--- config.mk ---
export PLATFORM = sky130hd
export DESIGN_NAME = sine_phase_gen
export DESIGN_NICKNAME = d
export VERILOG_FILES = /design/src/rtl/sine_phase_gen.sv
export SDC_FILE = /design/constraint.sdc
export NUM_CORES = 1
export LEC_CHECK = 0
export ABC_AREA = 1
export CAP_MARGIN = 30
export CORE_ASPECT_RATIO = 1.5
export CORE_MARGIN = 2
export CORE_UTILIZATION = 46
export DETAILED_ROUTE_END_ITERATION = 6
export PLACE_DENSITY = 0.71
export SYNTH_ARGS = -nofsm -noshare
export SYNTH_HDL_FRONTEND = slang
export SYNTH_SLANG_ARGS = --single-unit
--- constraint.sdc ---
create_clock -name clk -period 6.05 [get_ports clk]
set_clock_uncertainty 0.15 [all_clocks]
set_input_delay 1.21 -clock clk [delete_from_list [all_inputs] [get_ports clk]]
set_output_delay 1.21 -clock clk [all_outputs]
set_load 0.02 [all_outputs]
--- src/rtl/sine_phase_gen.sv ---
// sine_phase_gen: 8-bit phase accumulator driving a 16-entry quarter-wave
// sine ROM. Each sample is presented as a non-negative magnitude, its
// two's-complement negation and a sign select, so that a downstream 2:1 mux
// forms the signed sine value. Samples are handed over with valid/ready.
// Timing: en sampled in IDLE -> ROM address registered (ADDR) -> ROM data
// registered into the outputs (HOLD, valid = 1) -> held until the handshake.

module sine_phase_gen (
    input  logic        clk,
    input  logic        rst,
    input  logic        en,
    input  logic [7:0]  tune,
    input  logic        phase_ld,
    input  logic [7:0]  phase_in,
    output logic [15:0] pos_sample,
    output logic [15:0] neg_sample,
    output logic        sel,
    output logic        valid,
    input  logic        ready
);

    typedef enum logic [1:0] {
        IDLE = 2'd0,
        ADDR = 2'd1,
        HOLD = 2'd2
    } state_t;

    state_t      state;
    state_t      state_nxt;

    // Phase accumulator: [7:6] quadrant, [5:2] ROM index, [1:0] fractional.
    logic [7:0]  phase;
    logic [7:0]  phase_adv;

    // Address and sign captured one cycle ahead of the ROM read.
    logic [3:0]  rom_addr;
    logic        sel_pend;
    logic [15:0] rom_data;

    // FSM control strobes.
    logic        do_load;
    logic        do_start;
    logic        do_emit;
    logic        do_hs;

    // Quadrants 1 and 3 walk the quarter wave backwards; 15 - i is ~i in
    // four bits. Argument is phase[6:2]: the low quadrant bit plus index.
    function automatic logic [3:0] rom_addr_of(input logic [4:0] qi);
        rom_addr_of = qi[4] ? ~qi[3:0] : qi[3:0];
    endfunction

    assign phase_adv = phase + tune;

    // Quarter-wave ROM: round(32767 * sin(pi * (k + 0.5) / 32)), k = 0..15.
    // Half-step offset keeps every entry non-zero and symmetric about the
    // quadrant boundary, so mirrored addressing needs no special cases.
    always_comb begin
        rom_data = 16'd0;
        case (rom_addr)
            4'd0:  rom_data = 16'd1608;
            4'd1:  rom_data = 16'd4808;
            4'd2:  rom_data = 16'd7962;
            4'd3:  rom_data = 16'd11039;
            4'd4:  rom_data = 16'd14010;
            4'd5:  rom_data = 16'd16846;
            4'd6:  rom_data = 16'd19519;
            4'd7:  rom_data = 16'd22005;
            4'd8:  rom_data = 16'd24279;
            4'd9:  rom_data = 16'd26319;
            4'd10: rom_data = 16'd28105;
            4'd11: rom_data = 16'd29621;
            4'd12: rom_data = 16'd30852;
            4'd13: rom_data = 16'd31785;
            4'd14: rom_data = 16'd32412;
            4'd15: rom_data = 16'd32728;
            default: rom_data = 16'd0;
        endcase
    end

    // State register; reset wins over everything.
    always_ff @(posedge clk) begin
        if (rst) begin
            state <= IDLE;
        end else begin
            state <= state_nxt;
        end
    end

    // Next-state logic. A phase load in IDLE blocks a start in the same
    // cycle; once a sample is under way it always completes via HOLD.
    always_comb begin
        state_nxt = state;
        case (state)
            IDLE: begin
                if (!phase_ld && en) begin
                    state_nxt = ADDR;
                end
            end
            ADDR: begin
                state_nxt = HOLD;
            end
            HOLD: begin
                if (ready) begin
                    state_nxt = en ? ADDR : IDLE;
                end
            end
            default: begin
                state_nxt = IDLE;
            end
        endcase
    end

    // Control strobes decoded from the current state and inputs.
    always_comb begin
        do_load  = 1'b0;
        do_start = 1'b0;
        do_emit  = 1'b0;
        do_hs    = 1'b0;
        case (state)
            IDLE: begin
                do_load  = phase_ld;
                do_start = !phase_ld && en;
            end
            ADDR: begin
                do_emit  = 1'b1;
            end
            HOLD: begin
                do_hs    = ready;
            end
            default: begin
                do_load  = 1'b0;
            end
        endcase
    end

    // Phase accumulator: loaded only in IDLE, advanced only on a handshake.
    always_ff @(posedge clk) begin
        if (rst) begin
            phase <= 8'd0;
        end else if (do_load) begin
            phase <= phase_in;
        end else if (do_hs) begin
            phase <= phase_adv;
        end
    end

    // Address/sign pipeline stage. After a handshake the address is taken
    // from the advanced phase so back-to-back samples need no IDLE cycle.
    always_ff @(posedge clk) begin
        if (rst) begin
            rom_addr <= 4'd0;
            sel_pend <= 1'b0;
        end else if (do_start) begin
            rom_addr <= rom_addr_of(phase[6:2]);
            sel_pend <= phase[7];
        end else if (do_hs) begin
            rom_addr <= rom_addr_of(phase_adv[6:2]);
            sel_pend <= phase_adv[7];
        end
    end

    // Output stage: captured from the ROM in ADDR, frozen through HOLD so
    // the mux inputs stay stable while the consumer stalls.
    always_ff @(posedge clk) begin
        if (rst) begin
            pos_sample <= 16'd0;
            neg_sample <= 16'd0;
            sel        <= 1'b0;
        end else if (do_emit) begin
            pos_sample <= rom_data;
            neg_sample <= 16'd0 - rom_data;
            sel        <= sel_pend;
        end
    end

    // Valid flag: raised when a sample lands, dropped on its handshake.
    always_ff @(posedge clk) begin
        if (rst) begin
            valid <= 1'b0;
        end else if (do_emit) begin
            valid <= 1'b1;
        end else if (do_hs) begin
            valid <= 1'b0;
        end
    end

endmodule

==> results.ini <==
[cells_and_area]
final_cell_mix = nand2_1, dfxtp_1, clkdlybuf4s50_1
design_area_um2 = 4000
final_nets = 550
final_common_cell = nand2_1
drive_gt1_frac = 0.0890
antennaDiodeCount = 0
syn_to_final_growth_pct = 21.9
n_fill_cell = 663

[min_path]
hp-class = reg -> reg
hold_path_depth = 2

[clocking]
cts_root_buf = clkbuf_8
cts_buffers = 9
cts_tree = done
clk_pin_slew_ps = 70
insertion_delay_ps = 350
ctsResizeCount = 0
cts.htree.levels = 3
clockBufferDepth = 2
holdBufCountCts = 0
cts.sinks = 62
cts_setup_buffers = 0

[die]
die_h_um = 107
initial_utilization = 0.476
ios = 55
die_w_um = 73.0
core_area_um2 = 6900
dieArea_um2 = 7840
rows = 37

[placement]
globalplace.congestion = 0.898
dp_hpwl_um = 5970
dpl-instance-area_um2 = 3830
port-buffer-count = 53

[routing]
ant_nets = 0
wire_per_inst_um = 13.2
totalWireLength_um = 7830
drtIter0Drc = 94
num_vias = 3027
routed_via_density = 5.09
dr.pass1.iters = 4
drc_errors = 0

[global_routing]
grt_overflow = 0
grt_max_degree = 34
grt_pass1_vias = 2915
grt_pass1_wl_um = 13100
antenna_found_initial = 0
grt_usage = 0.217

[flow_run]
cap_violations = 0

[critical_path]
crit_arrival_ps = 4030
reg2regPathDepth = 19
cp_max_fo = 7
path_class = in -> reg
required_ps = 6130
endpoint_kind = flip-flop
critPathLaunchType = primary input

[run_status]
status = complete, no violations

[synth]
ys_types = 41
ys_ff_latch = 62
async_flop_share = 0
synth_flop_cell = dfxtp_1
syn-num-nets = 499
synth_seq_area_share = 0.378
ys_warn_count = 0
synthesis.area_um2 = 3280
synth_edf_count = 0
synth.avg_cell_area_um2 = 7.12
synthCells = 461

[sta]
clock.fmax_mhz = 253
grt_setup_unrepaired = no
setup_viol_count_final = 0
drv_slew = 0
finalHoldViolCount = 0
worst_pin_slew_ps = 814
layout_min_cycle_time_ps = 3950
tns_ps = 0
fin_crit_sh = 0.653
max_slew_margin = 0.456

[pwr]
power.ir.vdd_worst_mv = 0.143
p_per_area_nw_per_um2 = 249
power_leakage_nw = 1.88

[per-layer routing]
layer / GRT usage / vias to the layer above / wire, µm
li1: - / 1583 / -
met1: 0.224 / 1345 / 3040
met2: 0.400 / 76 / 4220
met3: 0.0459 / 23 / 222
met4: 0.107 / 0 / 343
met5: 0 / - / 0
[critical path, stage by stage]
cell and delay (ps):
clkdlybuf4s50_1 400, ha_1 240, fa_1 400, nand2_1 70, nand2_1 70, nand3_2 80, nand2_1 70, nand2_1 110
nand3_1 70, nand2_1 80, nand2_1 50, nand2_1 60, nand2_1 130, nand2_1 260, inv_1 150, ha_1 220
inv_1 50, nand2_1 100, o211ai_1 120, nand2_1 60
[state kept, by name (all words and copies together), names as in the netlist]
name	count
phase	8
sel_pend	1
rom_data	15
rom_addr	4
pos_sample	14
state	2
neg_sample	16
sel	1
valid	1
[power breakdown]
| part | switching [mW] | leakage (nW) | internal, mW |
|---|---|---|---|
| clock network | 0.164 | 0.0820 | 0.147 |
| registers | 0.0265 | 0.507 | 0.440 |
| logic | 0.130 | 1.29 | 0.0892 |
[final cells by class]
type	count	area, µm²	share of cell area
multi-input cells	324	1720	0.431
flip-flops and latches	62	1240	0.310
repair buffers	55	546	0.136
inverters	60	225	0.0563
clock buffers	10	128	0.0319
well taps	78	97.6	0.0244
clock inverters	6	38.8	0.00970
[synthesized netlist by cell type (2+ instances only)]
cell type,number,share of area
nand3_1,26,0.040
nand2_1,120,0.14
buf_4,2,0.0046
clkbuf_1,7,0.0080
o21ai_1,4,0.0061
nand2_4,3,0.010
inv_1,52,0.059
buf_2,2,0.0031
nor3_2,3,0.0092
a31oi_1,8,0.015
a22oi_1,2,0.0046
o31ai_1,4,0.0092
ha_1,16,0.061
o21ai_0,33,0.050
buf_1,2,0.0023
xor2_1,5,0.013
a21oi_1,15,0.023
o211ai_1,3,0.0069
xnor2_1,4,0.011
inv_2,7,0.0080
nand4_1,4,0.0076
nand3_2,4,0.012
nand2_2,5,0.0095
nor3_1,5,0.0076
dfxtp_1,62,0.38
nor2_1,48,0.055
[final timing paths]
path | end | slack (ps) | from
hold reg to reg | valid$_SDFFE_PP0P_ | 320 | valid$_SDFFE_PP0P_
setup reg to reg | rom_data[5]$_DFF_P_ | 3080 | phase[0]$_SDFFE_PP0P_
setup / recovery | rom_data[5]$_DFF_P_ | 2100 | tune[0]
hold / removal | valid$_SDFFE_PP0P_ | 320 | valid$_SDFFE_PP0P_
[through the flow]
stage / setup slack, ps / cells / utilization / hold WS [ps] / total power, mW
finish: 2100 / 595 / 0.580 / 316 / 0.997
global route: 1780 / 595 / 0.580 / 356 / 1.06
CTS: 2120 / 595 / 0.580 / 319 / 1.00
detailed placement: 1760 / 579 / 0.556 / 306 / 0.695
global placement: 1860 / 579 / 0.556 / 301 / 0.693
floorplan: 2510 / 461 / - / 305 / 0.622
[kinds of logic after synthesis]
kind of cell / share of synthesized area
AOI/OAI and AO/OA: 0.132
xor gates and xnor gates: 0.0290
adders and majority gates: 0.0671
buffers and inverters: 0.0972
DFF: 0.378
other: 0.00114
and+or+nand+nor: 0.296
Power figures use the tool's default switching activity.
